===== src/rtl/mem_arbiter_if.sv =====
// Bus bundle between the CPU fetch/data ports, the arbiter and the shared memory.
// The slave modport is the arbiter's view; master is the environment's view.
interface mem_arbiter_if #(
  parameter int xlen = 32
);
  logic            i_req;
  logic [xlen-1:0] i_adr;
  logic [xlen-1:0] i_resp;
  logic            i_ack;

  logic            d_r_v;
  logic            d_w_v;
  logic [xlen-1:0] d_adr;
  logic [xlen-1:0] d_data;
  logic [3:0]      d_strobe;
  logic [xlen-1:0] d_resp;
  logic            d_ack;

  logic            m_r_v;
  logic            m_w_v;
  logic [xlen-1:0] m_adr;
  logic [xlen-1:0] m_data;
  logic [3:0]      m_strobe;
  logic [xlen-1:0] m_resp;
  logic            m_ack;

  modport slave (
    input  i_req, i_adr, d_r_v, d_w_v, d_adr, d_data, d_strobe, m_resp, m_ack,
    output i_resp, i_ack, d_resp, d_ack, m_r_v, m_w_v, m_adr, m_data, m_strobe
  );

  modport master (
    output i_req, i_adr, d_r_v, d_w_v, d_adr, d_data, d_strobe, m_resp, m_ack,
    input  i_resp, i_ack, d_resp, d_ack, m_r_v, m_w_v, m_adr, m_data, m_strobe
  );
endinterface


===== src/rtl/mem_arbiter.sv =====
// Shares one single-ported memory between instruction fetch and data load/store.
// Data side has priority; a saturating starvation counter forces fetch through.
module mem_arbiter #(
  parameter int xlen       = 32,
  parameter int MAX_STARVE = 4
) (
  input  logic         clk,
  input  logic         rst,
  mem_arbiter_if.slave bus
);

  typedef enum logic [1:0] {IDLE, GNT_I, GNT_D} state_t;

  localparam logic [3:0] STARVE_MAX = 4'(MAX_STARVE);

  state_t          state, state_nxt;
  logic [3:0]      starve_cnt, starve_nxt;
  logic            grant_i, grant_d;
  logic            d_req;
  logic            cap_r, cap_w;
  logic [xlen-1:0] cap_adr, cap_data;
  logic [3:0]      cap_strobe;
  logic [xlen-1:0] i_resp_q, d_resp_q;

  function automatic logic [3:0] sat_inc(input logic [3:0] v);
    return (v >= STARVE_MAX) ? STARVE_MAX : v + 4'd1;
  endfunction

  assign d_req = bus.d_r_v | bus.d_w_v;

  always_comb begin
    state_nxt    = state;
    starve_nxt   = starve_cnt;
    grant_i      = 1'b0;
    grant_d      = 1'b0;
    bus.m_r_v    = 1'b0;
    bus.m_w_v    = 1'b0;
    bus.m_adr    = '0;
    bus.m_data   = '0;
    bus.m_strobe = '0;
    bus.i_ack    = 1'b0;
    bus.d_ack    = 1'b0;
    bus.i_resp   = i_resp_q;
    bus.d_resp   = d_resp_q;
    case (state)
      IDLE: begin
        if (bus.i_req && (starve_cnt == STARVE_MAX)) grant_i = 1'b1;
        else if (d_req)                             grant_d = 1'b1;
        else if (bus.i_req)                         grant_i = 1'b1;

        if (grant_i) begin
          state_nxt  = GNT_I;
          starve_nxt = 4'd0;
        end else if (grant_d) begin
          state_nxt  = GNT_D;
          starve_nxt = bus.i_req ? sat_inc(starve_cnt) : 4'd0;
        end else if (!bus.i_req) begin
          starve_nxt = 4'd0;
        end
      end
      GNT_I: begin
        bus.m_r_v = 1'b1;
        bus.m_adr = cap_adr;
        if (bus.m_ack) begin
          bus.i_ack  = 1'b1;
          bus.i_resp = bus.m_resp;
          state_nxt  = IDLE;
        end
      end
      GNT_D: begin
        bus.m_r_v    = cap_r & ~cap_w;
        bus.m_w_v    = cap_w;
        bus.m_adr    = cap_adr;
        bus.m_data   = cap_data;
        bus.m_strobe = cap_strobe;
        if (bus.m_ack) begin
          bus.d_ack  = 1'b1;
          bus.d_resp = bus.m_resp;
          state_nxt  = IDLE;
        end
      end
      default: state_nxt = IDLE;
    endcase
  end

  always_ff @(posedge clk or posedge rst) begin
    if (rst) begin
      state      <= IDLE;
      starve_cnt <= 4'd0;
      cap_r      <= 1'b0;
      cap_w      <= 1'b0;
      i_resp_q   <= '0;
      d_resp_q   <= '0;
    end else begin
      state      <= state_nxt;
      starve_cnt <= starve_nxt;
      if (grant_i) begin
        cap_r <= 1'b1;
        cap_w <= 1'b0;
      end else if (grant_d) begin
        // A simultaneous read+write request collapses to the write.
        cap_r <= bus.d_r_v & ~bus.d_w_v;
        cap_w <= bus.d_w_v;
      end
      if (state == GNT_I && bus.m_ack) i_resp_q <= bus.m_resp;
      if (state == GNT_D && bus.m_ack) d_resp_q <= bus.m_resp;
    end
  end

  // Captured request fields; outputs are gated by state, so no reset is needed.
  always_ff @(posedge clk) begin
    if (grant_i) begin
      cap_adr    <= bus.i_adr;
      cap_data   <= '0;
      cap_strobe <= '0;
    end else if (grant_d) begin
      cap_adr    <= bus.d_adr;
      cap_data   <= bus.d_data;
      cap_strobe <= bus.d_strobe;
    end
  end

endmodule


===== src/flat_wrapper.sv =====
// flat-port wrapper written by rule: the top's interface ports become plain ports
module mem_arbiter_flat 
#(
  parameter int xlen       = 32,
  parameter int MAX_STARVE = 4
)
  (clk, rst, bus_i_req, bus_i_adr, bus_d_r_v, bus_d_w_v, bus_d_adr, bus_d_data, bus_d_strobe, bus_m_resp, bus_m_ack, bus_i_resp, bus_i_ack, bus_d_resp, bus_d_ack, bus_m_r_v, bus_m_w_v, bus_m_adr, bus_m_data, bus_m_strobe);
  mem_arbiter_if #(.xlen(xlen)) bus_i ();
  input  logic clk;
  input  logic rst;
  input wire logic [$bits(bus_i.i_req)-1:0] bus_i_req;
  input wire logic [$bits(bus_i.i_adr)-1:0] bus_i_adr;
  input wire logic [$bits(bus_i.d_r_v)-1:0] bus_d_r_v;
  input wire logic [$bits(bus_i.d_w_v)-1:0] bus_d_w_v;
  input wire logic [$bits(bus_i.d_adr)-1:0] bus_d_adr;
  input wire logic [$bits(bus_i.d_data)-1:0] bus_d_data;
  input wire logic [$bits(bus_i.d_strobe)-1:0] bus_d_strobe;
  input wire logic [$bits(bus_i.m_resp)-1:0] bus_m_resp;
  input wire logic [$bits(bus_i.m_ack)-1:0] bus_m_ack;
  output wire logic [$bits(bus_i.i_resp)-1:0] bus_i_resp;
  output wire logic [$bits(bus_i.i_ack)-1:0] bus_i_ack;
  output wire logic [$bits(bus_i.d_resp)-1:0] bus_d_resp;
  output wire logic [$bits(bus_i.d_ack)-1:0] bus_d_ack;
  output wire logic [$bits(bus_i.m_r_v)-1:0] bus_m_r_v;
  output wire logic [$bits(bus_i.m_w_v)-1:0] bus_m_w_v;
  output wire logic [$bits(bus_i.m_adr)-1:0] bus_m_adr;
  output wire logic [$bits(bus_i.m_data)-1:0] bus_m_data;
  output wire logic [$bits(bus_i.m_strobe)-1:0] bus_m_strobe;
  assign bus_i.i_req = bus_i_req;
  assign bus_i.i_adr = bus_i_adr;
  assign bus_i.d_r_v = bus_d_r_v;
  assign bus_i.d_w_v = bus_d_w_v;
  assign bus_i.d_adr = bus_d_adr;
  assign bus_i.d_data = bus_d_data;
  assign bus_i.d_strobe = bus_d_strobe;
  assign bus_i.m_resp = bus_m_resp;
  assign bus_i.m_ack = bus_m_ack;
  assign bus_i_resp = bus_i.i_resp;
  assign bus_i_ack = bus_i.i_ack;
  assign bus_d_resp = bus_i.d_resp;
  assign bus_d_ack = bus_i.d_ack;
  assign bus_m_r_v = bus_i.m_r_v;
  assign bus_m_w_v = bus_i.m_w_v;
  assign bus_m_adr = bus_i.m_adr;
  assign bus_m_data = bus_i.m_data;
  assign bus_m_strobe = bus_i.m_strobe;
  mem_arbiter #(.xlen(xlen), .MAX_STARVE(MAX_STARVE)) u_core (.clk(clk), .rst(rst), .bus(bus_i));
endmodule

===== config.mk =====
export PLATFORM = sky130hd
export DESIGN_NAME = mem_arbiter_flat
export DESIGN_NICKNAME = d
export VERILOG_FILES = /design/src/rtl/mem_arbiter_if.sv /design/src/rtl/mem_arbiter.sv /design/src/flat_wrapper.sv
export SDC_FILE = /design/constraint.sdc
export NUM_CORES = 1
export LEC_CHECK = 0
export ABC_AREA = 1
export CAP_MARGIN = 20
export CORE_MARGIN = 3
export CORE_UTILIZATION = 44
export CTS_CLUSTER_SIZE = 8
export DETAILED_ROUTE_END_ITERATION = 12
export PLACE_DENSITY = 0.82
export SLEW_MARGIN = 20
export SYNTH_ARGS = -nofsm -noshare
export SYNTH_HDL_FRONTEND = slang
export SYNTH_SLANG_ARGS = --single-unit

===== constraint.sdc =====
create_clock -name clk -period 2.7 [get_ports clk]
set_input_delay 0.54 -clock clk [delete_from_list [all_inputs] [get_ports clk]]
set_output_delay 0.54 -clock clk [all_outputs]
set_load 0.05 [all_outputs]

# [Word level (Yosys, flattened, before mapping)]
# Index checks and enable logic that the tools add are counted.
[totals] register_bits=140 inputBits=138 output_inout_bits=136 word_cells=66
[classes] n_addsub=1 n_lt_le_gt_ge=1 n_eq_ne=6 n_mux=36 bitwise=5 reduce_logical=8
[op_table] cell="$mux 32" count=8
[op_table] cell="$mux 4" count=6
[op_table] cell="$mux 1" count=17
[op_table] cell="$mux 2" count=3
[op_table] cell="$ne 3x1->1 const B" count=2
[op_table] cell="$add 4x1->4 const B" count=1
[op_table] cell="$eq 4x3->1 const B" count=1
[op_table] cell="$ge 4x3->1 const B" count=1
[op_table] cell="$pmux 2 s2" count=1
[op_table] cell="$reduce_and 2->1" count=2
[op_table] cell="$logic_and 1x1->1" count=3
[op_table] cell="$and 1x1->1" count=2
[op_table] cell="$eq 2x1->1 const B" count=1
[op_table] cell="$eq 2x2->1 const B" count=1
[op_table] cell="$logic_not 2->1" count=1
[op_table] cell="$ne 2x1->1 const B" count=1
[op_table] cell="$not 1->1" count=2
[op_table] cell="$pmux 1 s2" count=1
[op_table] cell="$reduce_bool 2->1" count=1
[op_table] cell="$reduce_or 2->1" count=1
[op_table] cell="$or 1x1->1" count=1

# [Depth between registers and ports, before layout]
[depth] ltp_word=7 depth_mapped=11

# [Worst setup path before layout]
# Ideal clock, no wire load.
[synth_path] path_kind="flip-flop to output port" from="register u_core.state[1]" to="output port bus_i_resp[17]" arrival_ns=2.141 required_time_ns=2.160 path_slack_ns=0.019 stages_incl_launch_ff=7 cell_sequence="dfrtp_1 -> inv_1 -> ha_1 -> nand2_1 -> buf_2 -> buf_2 -> o21ai_0"
[synth_via] elab_chain_cells=2
[synth_lines] item="start, declared" line_no="mem_arbiter.sv:16" text="state_t state, state_nxt;"
[synth_lines] item="start signal, assigned" line_no="mem_arbiter.sv:95" text="state <= state_nxt;"
[synth_lines] item="$eq 2x1->1" line_no="mem_arbiter.sv:45" text="case (state)"
[synth_lines] item="$mux 32" line_no="mem_arbiter.sv:45"
[synth_lines] item="end, declared" line_no="flat_wrapper.sv:20" text="output wire logic [$bits(bus_i.i_resp)-1:0] bus_i_resp;"
# Every way passes these cells.

# [Worst setup path in the final report]
[layout_path] from="register u_core.state[0]" to="output port bus_d_resp[6]"
[layout_via] elab_chain_cells=2
[layout_lines] item="$eq 2x2->1" line_no="mem_arbiter.sv:45"
[layout_lines] item="$mux 32" line_no="mem_arbiter.sv:45"
[layout_lines] item="end, declared" line_no="flat_wrapper.sv:22" text="output wire logic [$bits(bus_i.d_resp)-1:0] bus_d_resp;"
# Every way passes these cells.

==> flow_summary.toml <==
[critical_path]
worstRegToRegCells = 7
rr_startpoint = "u_core.state[1]"
worstSetupStartpointType = "register"
crit_type = "register to output port"
cp-end-kind = "output port"
slowest_stage = "dfrtp_1"
critPathMaxFanout = 75
crit_arrival_ns = 2.05
path_buf_inv = 3
crit_chain = "inv_1 > ha_1 > nand2_2 > buf_12 > o21ai_0 > buf_12"
cp.required_ns = 2.16
path_common_cell = "buf_12"
critical_path.top_delay_family = "buffers and inverters"
rrSetupSlack_ns = 0.76
slowest_delay_ns = 0.40
r2r-end = "u_core.cap_adr[14]"

[min_path]
hold_start = "u_core.cap_data[1]"
hold_depth = 2
min_path_type = "register to register"
hold-path-endpoint = "u_core.cap_data[1]"

[timing]
rsz0062_at_grt = "false"
setup_viol = 0
hold_ws_ns = 0.4774
timing_worst_slew_pin_value_ns = 0.4277
slew_violations = 0
final.period_utilization = 0.9608
finalHoldViolCount = 0
fmax_mhz = 385.5
slew-limit-headroom = 0.7149
fin_skew_ns = 0.005913
tns_ns = 0
period_minus_slack_ns = 2.594

[clocking]
numCtsBuffers = 17
cts_max_path_buffers = 2
cts_tree = "done"
cts_max_level = 4
cts_sinks = 140
cts.clk_slew.worst_paths_ns = 0.06
clk_latency_ns = 0.42
cts-root-buf = "clkbuf_16"

[cells_and_area]
fillCellCount = 874
ff_latch_area_um2 = 3483
multi_input_area_um2 = 2524
finalNetCount = 1261
diodes = 0
drive_gt1_frac = 0.1733
syn_to_final_growth_pct = 72.90
stdcell_count = 1315

[route]
drc = 0
first_pass_iters = 5
ant_nets = 0
drt-vias-per-instance = 4.998
wl_per_cell_um = 15.65
drtIter0Drc = 516
via_count = 6573
drt-total-wl_um = 20570

[floorplanning]
die_area_um2 = 16770
rows = 44
core_area_um2 = 14750
initial_core_util = 0.4550
die_h_um = 129.5
die_x_um = 129.5
ios = 274

[logic_synthesis]
yosys_warnings = 0
syn_inst = 863
async_flop_share = 0.5143
ys_seq_area_frac = 0.5189
synth_edf_count = 32
synth_ff_type = "dfrtp_1"
syn_nets = 1006
synth_area_um2 = 6713
avgSynthCellArea_um2 = 7.778
netlist-cell-type-count = 24
synth_seq_cells = 140

[power_and_ir_drop]
p_per_area_nw_per_um2 = 1499
p_seq_frac = 0.202
clockPowerShare = 0.136
vdd_ir_drop_max_v = 0.0009364
p_leak_uw = 0.005792
comb_power_share = 0.662
p_int_uw = 9484
power.switching_uw = 7918
totalPowerFinal_uw = 17400
p_sw_frac = 0.4550

[place]
gp_congestion = 0.8466
hpwl_um = 14880
numPlacedInstances = 1283
portBuffers = 273

[grt]
grt_pass1_wl_um = 32080
grt_usage = 0.2436
grt_pass1_vias = 6396
grt_max_degree = 77
antenna_found_initial = 0
grt_overflow = 0

[status]
outcome = "finished clean"

[job]
drv_cap = 0
kinds of logic after synthesis:
group / Yosys count / synth area share
AO/OA/AOI/OAI: 171 / 0.1288
adder cells (fa/ha/maj): 5 / 0.009320
buffers and inverters: 177 / 0.1077
flip-flops: 140 / 0.5189
AND/OR/NAND/NOR: 370 / 0.2352
synthesized netlist by cell type (all sizes together) (5+ instances only):
cell    instances  area, um^2
o21ai         131       655.6
a21oi          36       180.2
nand2         255       964.7
nand3b         36       270.3
buf            34       186.4
dfxtp          36       720.7
nand3          36       180.2
inv           119       446.7
clkbuf         24       90.09
dfrtp          72        1802
nor2           42       157.7
ha              5       62.56
edfxtp         32       960.9
cell usage in the layout, fill, tap and decap left out, types with 41 or more instances in the layout:
cell type	synthesis	layout
nor2_1	42	41
nand2_1	252	250
o21ai_0	130	126
dfrtp_1	72	72
buf_12	0	141
inv_1	117	116
clkdlybuf4s50_1	0	137
tightest hold or removal path, stage by stage (launching register included):
cell,delay (ns)
dfxtp_1,0.32
a21oi_1,0.04
nor2_1,0.08
state kept, by name (all words and copies together) (netlist names):
register,count
u_core.cap_data,32
u_core.d_resp_q,32
u_core.cap_r,1
u_core.cap_adr,32
u_core.cap_strobe,4
u_core.i_resp_q,32
u_core.cap_w,1
u_core.state,2
u_core.starve_cnt,4
cell type report:
cell class	count	area share
Clock inverter	11	0.009595
Inverter	119	0.03849
Timing Repair Buffer	294	0.3720
Tap cell	184	0.01984
Multi-Input combinational cell	546	0.2174
Clock buffer	21	0.04248
Sequential cell	140	0.3001
routing by layer:
layer / routed length, um / up-vias / track usage
li1: - / 3230 / -
met1: 7759 / 3001 / 0.2872
met2: 10250 / 299 / 0.4021
met3: 1957 / 43 / 0.09110
met4: 607 / 0 / 0.1021
met5: 0 / - / 0
power by group through the flow:
stage	registers [uW]	logic, uW	clock network [uW]
after floorplan	3440	5930	0
final	3510	11500	2370
after global placement	3470	11400	0
after CTS	3510	11600	2400
after detailed placement	3530	11500	0
after global routing	3600	12100	2480
how the worst max path moves through the flow:
stage	from	end	slack [ns]	depth (start not counted)
2_1_floorplan	u_core.state[1]	bus_i_resp[17]	0.02	6
3_5_place_dp	bus_m_ack	bus_i_resp[29]	0.09	5
6_report	u_core.state[0]	bus_d_resp[6]	0.11	6
5_1_grt	u_core.state[1]	bus_i_resp[30]	0.01	6
4_1_cts	u_core.state[1]	bus_i_resp[5]	0.02	7
3_3_place_gp	bus_m_ack	bus_i_resp[5]	0.11	6
stage by stage:
step | setup WS (ns) | cell area [um^2] | util
final | 0.1058 | 11610 | 0.7866
after global routing | 0.009699 | 11610 | 0.7866
after CTS | 0.02001 | 11600 | 0.7860
after detailed placement | 0.09302 | 10990 | 0.7451
after global placement | 0.1129 | 10990 | 0.7451
after floorplan | 0.01936 | 6713 | -
timing repair:
item / CTS / global route
hold buffers: 0 / 0
endpoints found under the setup margin: 0 / 27
setup buffers: 0 / 0
resized for setup: 0 / 6
(Power assumes the default switching activity.)
